<file path="src/rtl/led_blink_pkg.sv">
// Shared types and helpers for the multi-channel LED blinker.
package led_blink_pkg;

  // Per-channel speed code: step = 2^code.
  typedef logic [1:0] speed_t;

  // Widest step is 8, so four bits hold every step value.
  localparam int unsigned StepW = 4;

  // Supported parameter ranges.
  localparam int unsigned NChMin   = 1;
  localparam int unsigned NChMax   = 16;
  localparam int unsigned CntWMin  = 4;
  localparam int unsigned CntWMax  = 32;
  localparam int unsigned SyncMin  = 2;
  localparam int unsigned SyncMax  = 4;

  // Increment step selected by a speed code (1, 2, 4, 8).
  function automatic logic [StepW-1:0] step_of(speed_t code);
    return 4'b0001 << code;
  endfunction

  // True when a parameter set lies inside the supported ranges.
  function automatic bit params_ok(int unsigned n_ch, int unsigned cnt_w,
                                   int unsigned sync_stages);
    return (n_ch >= NChMin) && (n_ch <= NChMax) &&
           (cnt_w >= CntWMin) && (cnt_w <= CntWMax) &&
           (sync_stages >= SyncMin) && (sync_stages <= SyncMax);
  endfunction

endpackage

</file>
<file path="src/rtl/led_blink_multi_if.sv">
// Bundle of the speed/enable inputs and led/wrap outputs of the blinker.
interface led_blink_multi_if #(
  parameter int unsigned N_CH = 2
);
  logic [2*N_CH-1:0] sw;
  logic [N_CH-1:0]   en;
  logic [N_CH-1:0]   led;
  logic [N_CH-1:0]   wrap;

  modport master (output sw, output en, input led, input wrap);
  modport slave  (input sw, input en, output led, output wrap);
endinterface

</file>
<file path="src/rtl/led_blink_ch.sv">
// One blink channel: free-running counter with carry strobe and registered MSB output.
module led_blink_ch
  import led_blink_pkg::*;
#(
  parameter int unsigned CNT_W = 26
) (
  input  logic   clk,
  input  logic   rst,
  input  logic   en_s,
  input  speed_t code,
  output logic   led,
  output logic   wrap
);

  logic [CNT_W-1:0] cnt_q, cnt_d;
  logic             led_q, led_d;
  logic             wrap_q, wrap_d;
  logic [CNT_W:0]   sum;
  logic [StepW-1:0] step;

  // Next counter value, carry and led; a disabled channel is held cleared.
  always_comb begin
    step   = step_of(code);
    sum    = {1'b0, cnt_q} + {{(CNT_W - StepW + 1){1'b0}}, step};
    cnt_d  = '0;
    wrap_d = 1'b0;
    led_d  = 1'b0;
    if (en_s) begin
      cnt_d  = sum[CNT_W-1:0];
      wrap_d = sum[CNT_W];
      // led lags the counter MSB by one cycle.
      led_d  = cnt_q[CNT_W-1];
    end
  end

  // Channel state; reset discards phase without producing a strobe.
  always_ff @(posedge clk or posedge rst) begin
    if (rst) begin
      cnt_q  <= '0;
      wrap_q <= 1'b0;
      led_q  <= 1'b0;
    end else begin
      cnt_q  <= cnt_d;
      wrap_q <= wrap_d;
      led_q  <= led_d;
    end
  end

  assign led  = led_q;
  assign wrap = wrap_q;

endmodule

</file>
<file path="src/rtl/led_blink_multi.sv">
// Multi-channel LED blinker: shared input synchronisers feeding N_CH channels.
module led_blink_multi
  import led_blink_pkg::*;
#(
  parameter int unsigned N_CH        = 2,
  parameter int unsigned CNT_W       = 26,
  parameter int unsigned SYNC_STAGES = 2
) (
  input logic              clk,
  input logic              rst,
  led_blink_multi_if.slave bus
);

  // Stage 0 samples the asynchronous pins; the last stage is the usable copy.
  logic [SYNC_STAGES-1:0][2*N_CH-1:0] sw_sync_q;
  logic [SYNC_STAGES-1:0][N_CH-1:0]   en_sync_q;
  logic [2*N_CH-1:0]                  sw_s;
  logic [N_CH-1:0]                    en_s;
  logic [N_CH-1:0]                    led_w;
  logic [N_CH-1:0]                    wrap_w;

  // Synchroniser chains for the speed codes and enables.
  always_ff @(posedge clk or posedge rst) begin
    if (rst) begin
      sw_sync_q <= '0;
      en_sync_q <= '0;
    end else begin
      sw_sync_q <= {sw_sync_q[SYNC_STAGES-2:0], bus.sw};
      en_sync_q <= {en_sync_q[SYNC_STAGES-2:0], bus.en};
    end
  end

  assign sw_s = sw_sync_q[SYNC_STAGES-1];
  assign en_s = en_sync_q[SYNC_STAGES-1];

  for (genvar c = 0; c < N_CH; c++) begin : g_ch
    led_blink_ch #(
      .CNT_W (CNT_W)
    ) u_ch (
      .clk  (clk),
      .rst  (rst),
      .en_s (en_s[c]),
      .code (sw_s[2*c +: 2]),
      .led  (led_w[c]),
      .wrap (wrap_w[c])
    );
  end

  assign bus.led  = led_w;
  assign bus.wrap = wrap_w;

endmodule

</file>
<file path="src/flat_wrapper.sv">
// flat-port wrapper written by rule: the top's interface ports become plain ports
module led_blink_multi_flat import led_blink_pkg::*;
#(
  parameter int unsigned N_CH        = 2,
  parameter int unsigned CNT_W       = 26,
  parameter int unsigned SYNC_STAGES = 2
)
  (clk, rst, bus_sw, bus_en, bus_led, bus_wrap);
  led_blink_multi_if #(.N_CH(N_CH)) bus_i ();
  input logic clk;
  input logic rst;
  input wire logic [$bits(bus_i.sw)-1:0] bus_sw;
  input wire logic [$bits(bus_i.en)-1:0] bus_en;
  output wire logic [$bits(bus_i.led)-1:0] bus_led;
  output wire logic [$bits(bus_i.wrap)-1:0] bus_wrap;
  assign bus_i.sw = bus_sw;
  assign bus_i.en = bus_en;
  assign bus_led = bus_i.led;
  assign bus_wrap = bus_i.wrap;
  led_blink_multi #(.N_CH(N_CH), .CNT_W(CNT_W), .SYNC_STAGES(SYNC_STAGES)) u_core (.clk(clk), .rst(rst), .bus(bus_i));
endmodule
</file>
<file path="config.mk">
export PLATFORM = sky130hd
export DESIGN_NAME = led_blink_multi_flat
export DESIGN_NICKNAME = d
export VERILOG_FILES = /design/src/rtl/led_blink_pkg.sv /design/src/rtl/led_blink_multi_if.sv /design/src/rtl/led_blink_ch.sv /design/src/rtl/led_blink_multi.sv /design/src/flat_wrapper.sv
export SDC_FILE = /design/constraint.sdc
export NUM_CORES = 1
export LEC_CHECK = 0
export CAP_MARGIN = 20
export CELL_PAD_IN_SITES_DETAIL_PLACEMENT = 1
export CELL_PAD_IN_SITES_GLOBAL_PLACEMENT = 1
export CORE_MARGIN = 2
export CORE_UTILIZATION = 54
export CTS_BUF_LIST = sky130_fd_sc_hd__clkbuf_8
export CTS_CLUSTER_DIAMETER = 30
export CTS_CLUSTER_SIZE = 20
export DETAILED_ROUTE_END_ITERATION = 8
export GPL_ROUTABILITY_DRIVEN = 0
export GPL_TIMING_DRIVEN = 0
export PLACE_DENSITY = 0.95
export SLEW_MARGIN = 10
export SYNTH_ARGS = -nofsm -noshare
export SYNTH_HDL_FRONTEND = slang
export SYNTH_HIERARCHICAL = 1
export SYNTH_SLANG_ARGS = --single-unit
</file>
<file path="constraint.sdc">
create_clock -name clk -period 4.29 [get_ports clk]
set_input_delay 0.858 -clock clk [delete_from_list [all_inputs] [get_ports clk]]
set_output_delay 0.858 -clock clk [all_outputs]
set_load 0.05 [all_outputs]
</file>
==> results.toml <==
[drt]
wl_per_cell_um = 20.29
dr.pass1.iters = 4
drt_iter0_markers = 200
vias = 2716
totalWireLength_mm = 8.865
drt-vias-per-instance = 6.215
antenna_left = 0
route.detailed.drc = 0

[yosys]
ys_seq_area_share_pct = 49.71
synthTopCellsByCount = "dfrtp_1 (68), a21oi_1 (23), and2_1 (22), nand2_1 (22), inv_1 (19)"
netlist_area_um2 = 3423
synth_area_leaders = "dfrtp_1 (50%), and2_1 (4.0%), a21oi_1 (3.4%)"
synth_seq_cells = 68
synth_cells = 332
synth.top_cell.area_share_pct = 49.71
synth_ff_type = "dfrtp_1"
ys_warn_count = 6
syn-num-nets = 350
synth.distinct_cells = 47
yosysTopAreaCell = "dfrtp_1"
synth_edf_count = 0
yosysMostFrequentCell = "dfrtp_1"
async_flop_share_pct = 100.0
avgSynthCellArea_um2 = 10.31

[global_routing]
grt_max_degree = 29
grt_usage_pct = 27.62
grt-ovfl-total = 0
grt_pass1_wl_mm = 15.01
grt_pass1_vias = 2921
antenna_found_initial = 0

[placed_design]
io_buffers = 11
dp_hpwl_mm = 6.016
place_area_um2 = 3657
dp.cells = 421

[worst_setup_path]
cp_slowest_cell = "a2111oi_2"
worstRegToRegCells = 9
path_max_fanout = 9
crit_type = "reg2reg"
crit_path_max_incr_delay_ns = 0.50
crit_family = "compound AO/OA/AOI/OAI gates"
worst_setup_path_end_kind = "flip-flop"
reg2reg_to = "u_core/g_ch[1].u_ch/cnt_q[22]"
r2r-start = "u_core/sw_s[2]"
cp-start-kind = "flip-flop"
worstPathArrival_ns = 2.94
critical_path_buf_inv_count = 1
path_cells = "nor2_1, ha_1, inv_1, fa_1, nor2b_1, o21ai_1, a2111oi_2, xor2_1, and2_1"
rrSetupSlack_ns = 1.57
critPathRequiredTime_ns = 4.51

[floorplanning]
num_rows = 29
initial_core_util_pct = 54.85
die_height_um = 83.62
chipWidth_um = 83.62
pin_count = 12
die-area_um2 = 6992
core_um2 = 6241

[timing]
rsz0062_at_grt = "no"
hold_violations = 0
finalSetupTns_ns = 0
holdWs_ns = 0.3508
tightest_slew_ns = 0.7780
finalCritPeriodShare_pct = 63.42
relSlewSlack_pct = 47.78
clock_skew_ns = 0.008525
drv_slew = 0
max_freq_ghz = 0.3675
setup_violations = 0
period_needed_ns = 2.721

[power_and_ir_drop]
p_leak_nw = 1.690
total_power_mw = 1.234
power_density_nw_per_um2 = 320.1
vdd_drop_max_v = 0.0002133

[hold_path]
min_path_cells = 0
hold_path_end = "u_core/sw_s[3]"
worstHoldStart = "u_core/sw_sync_q[3]"
min_path_type = "reg2reg"

[clocking]
cts-htree-levels = 3
cts_buffers = 9
cts_tree = "yes"
ctsHoldBuffers = 0
post_cts_resized = 0
clock_path_buffers = 2
postCtsSetupRepairBufs = 0
cts-root-buf = "clkbuf_8"
worstSkewPairLatency_ns = 0.34
cts.sinks = 68
path_clk_slew_ns = 0.07

[final_layout]
layout-drive-gt1-share_pct = 8.333
design_area_um2 = 3854
antenna_cells = 0
fillCellCount = 685
stdcell_count = 437
final_nets = 374
syn_to_final_growth_pct = 12.57

[run_status]
outcome = "finished clean"

[job]
max_cap_violations = 0
[layout make-up]
| cell class | count | area, um2 | share of cell area, % |
|---|---|---|---|
| Buffer | 10 | 57.56 | 1.494 |
| Clock buffer | 11 | 151.4 | 3.929 |
| Clock inverter | 4 | 17.52 | 0.4545 |
| Inverter | 20 | 75.07 | 1.948 |
| Multi-Input combinational cell | 234 | 1589 | 41.23 |
| Sequential cell | 68 | 1702 | 44.16 |
| Tap cell | 77 | 96.34 | 2.500 |
| Timing Repair Buffer | 13 | 165.2 | 4.286 |
[metal layers]
layer / up-vias / track usage (%) / wire (um)
met5: - / 0 / 0
met4: 0 / 10.41 / 187
met3: 19 / 4.550 / 263
met2: 61 / 47.71 / 4678
met1: 1403 / 34.91 / 3735
li1: 1233 / - / -
[state kept, by name (all words and copies together), names as in the netlist]
name / count
u_core/sw_s: 4
u_core/g_ch.u_ch/cnt_q: 52
u_core/en_sync_q: 2
u_core/g_ch.u_ch/wrap: 2
u_core/en_s: 2
u_core/sw_sync_q: 4
u_core/g_ch.u_ch/led: 2
[worst reg2reg max path: stages, from the launching register on]
cell and delay [ns]:
dfrtp_1 0.43, nor2_1 0.16, ha_1 0.24, inv_1 0.07, fa_1 0.38, nor2b_1 0.24, o21ai_1 0.30, a2111oi_2 0.50
xor2_1 0.11, and2_1 0.18
[cell usage in the layout (no fill, tap or decap), drive strengths merged, types with 11 or more instances in the layout]
cell type,n
dfrtp,68
nand2,23
and2,23
nor2,12
a21oi,23
xnor2,12
inv,22
nand3,13
xor2,12
nand4,14
clkbuf,17
clkdlybuf4s50,11
[where the power goes]
part / internal, mW / total [mW] / switching [mW] / leakage [nW]
sequential: 0.657 / 0.669 / 0.0121 / 0.916
combinational: 0.0379 / 0.102 / 0.0645 / 0.676
clock: 0.232 / 0.462 / 0.230 / 0.0976
[how the worst max path moves through the flow]
stage / from / endpoint / slack [ns] / cells past startpoint
floorplan: u_core/sw_s[0] / u_core/g_ch[0].u_ch/cnt_q[24] / 1.99 / 9
global placement: u_core/sw_s[0] / u_core/g_ch[0].u_ch/cnt_q[24] / 1.79 / 9
detailed placement: u_core/sw_s[2] / u_core/g_ch[1].u_ch/cnt_q[22] / 1.61 / 9
CTS: u_core/sw_s[2] / u_core/g_ch[1].u_ch/cnt_q[22] / 1.57 / 9
global route: u_core/sw_s[2] / u_core/g_ch[1].u_ch/cnt_q[22] / 1.39 / 9
finish: u_core/sw_s[2] / u_core/g_ch[1].u_ch/cnt_q[22] / 1.57 / 9
[kinds of logic after synthesis]
| logic type | synth area share (%) |
|---|---|
| compound gates | 11.37 |
| flops | 49.71 |
| xor+xnor | 6.140 |
| fa+ha+maj | 4.094 |
| buf+inv | 3.874 |
| simple gates | 23.65 |
| mux | 1.170 |
[metrics by stage]
step / utilization (%) / setup slack, ns
4_1_cts: 61.31 / 1.569
3_3_place_gp: 58.16 / 1.790
5_1_grt: 61.75 / 1.388
2_1_floorplan: - / 1.990
3_5_place_dp: 58.60 / 1.607
6_report: 61.75 / 1.569
Note: power is estimated with default switching activity, not from simulation.
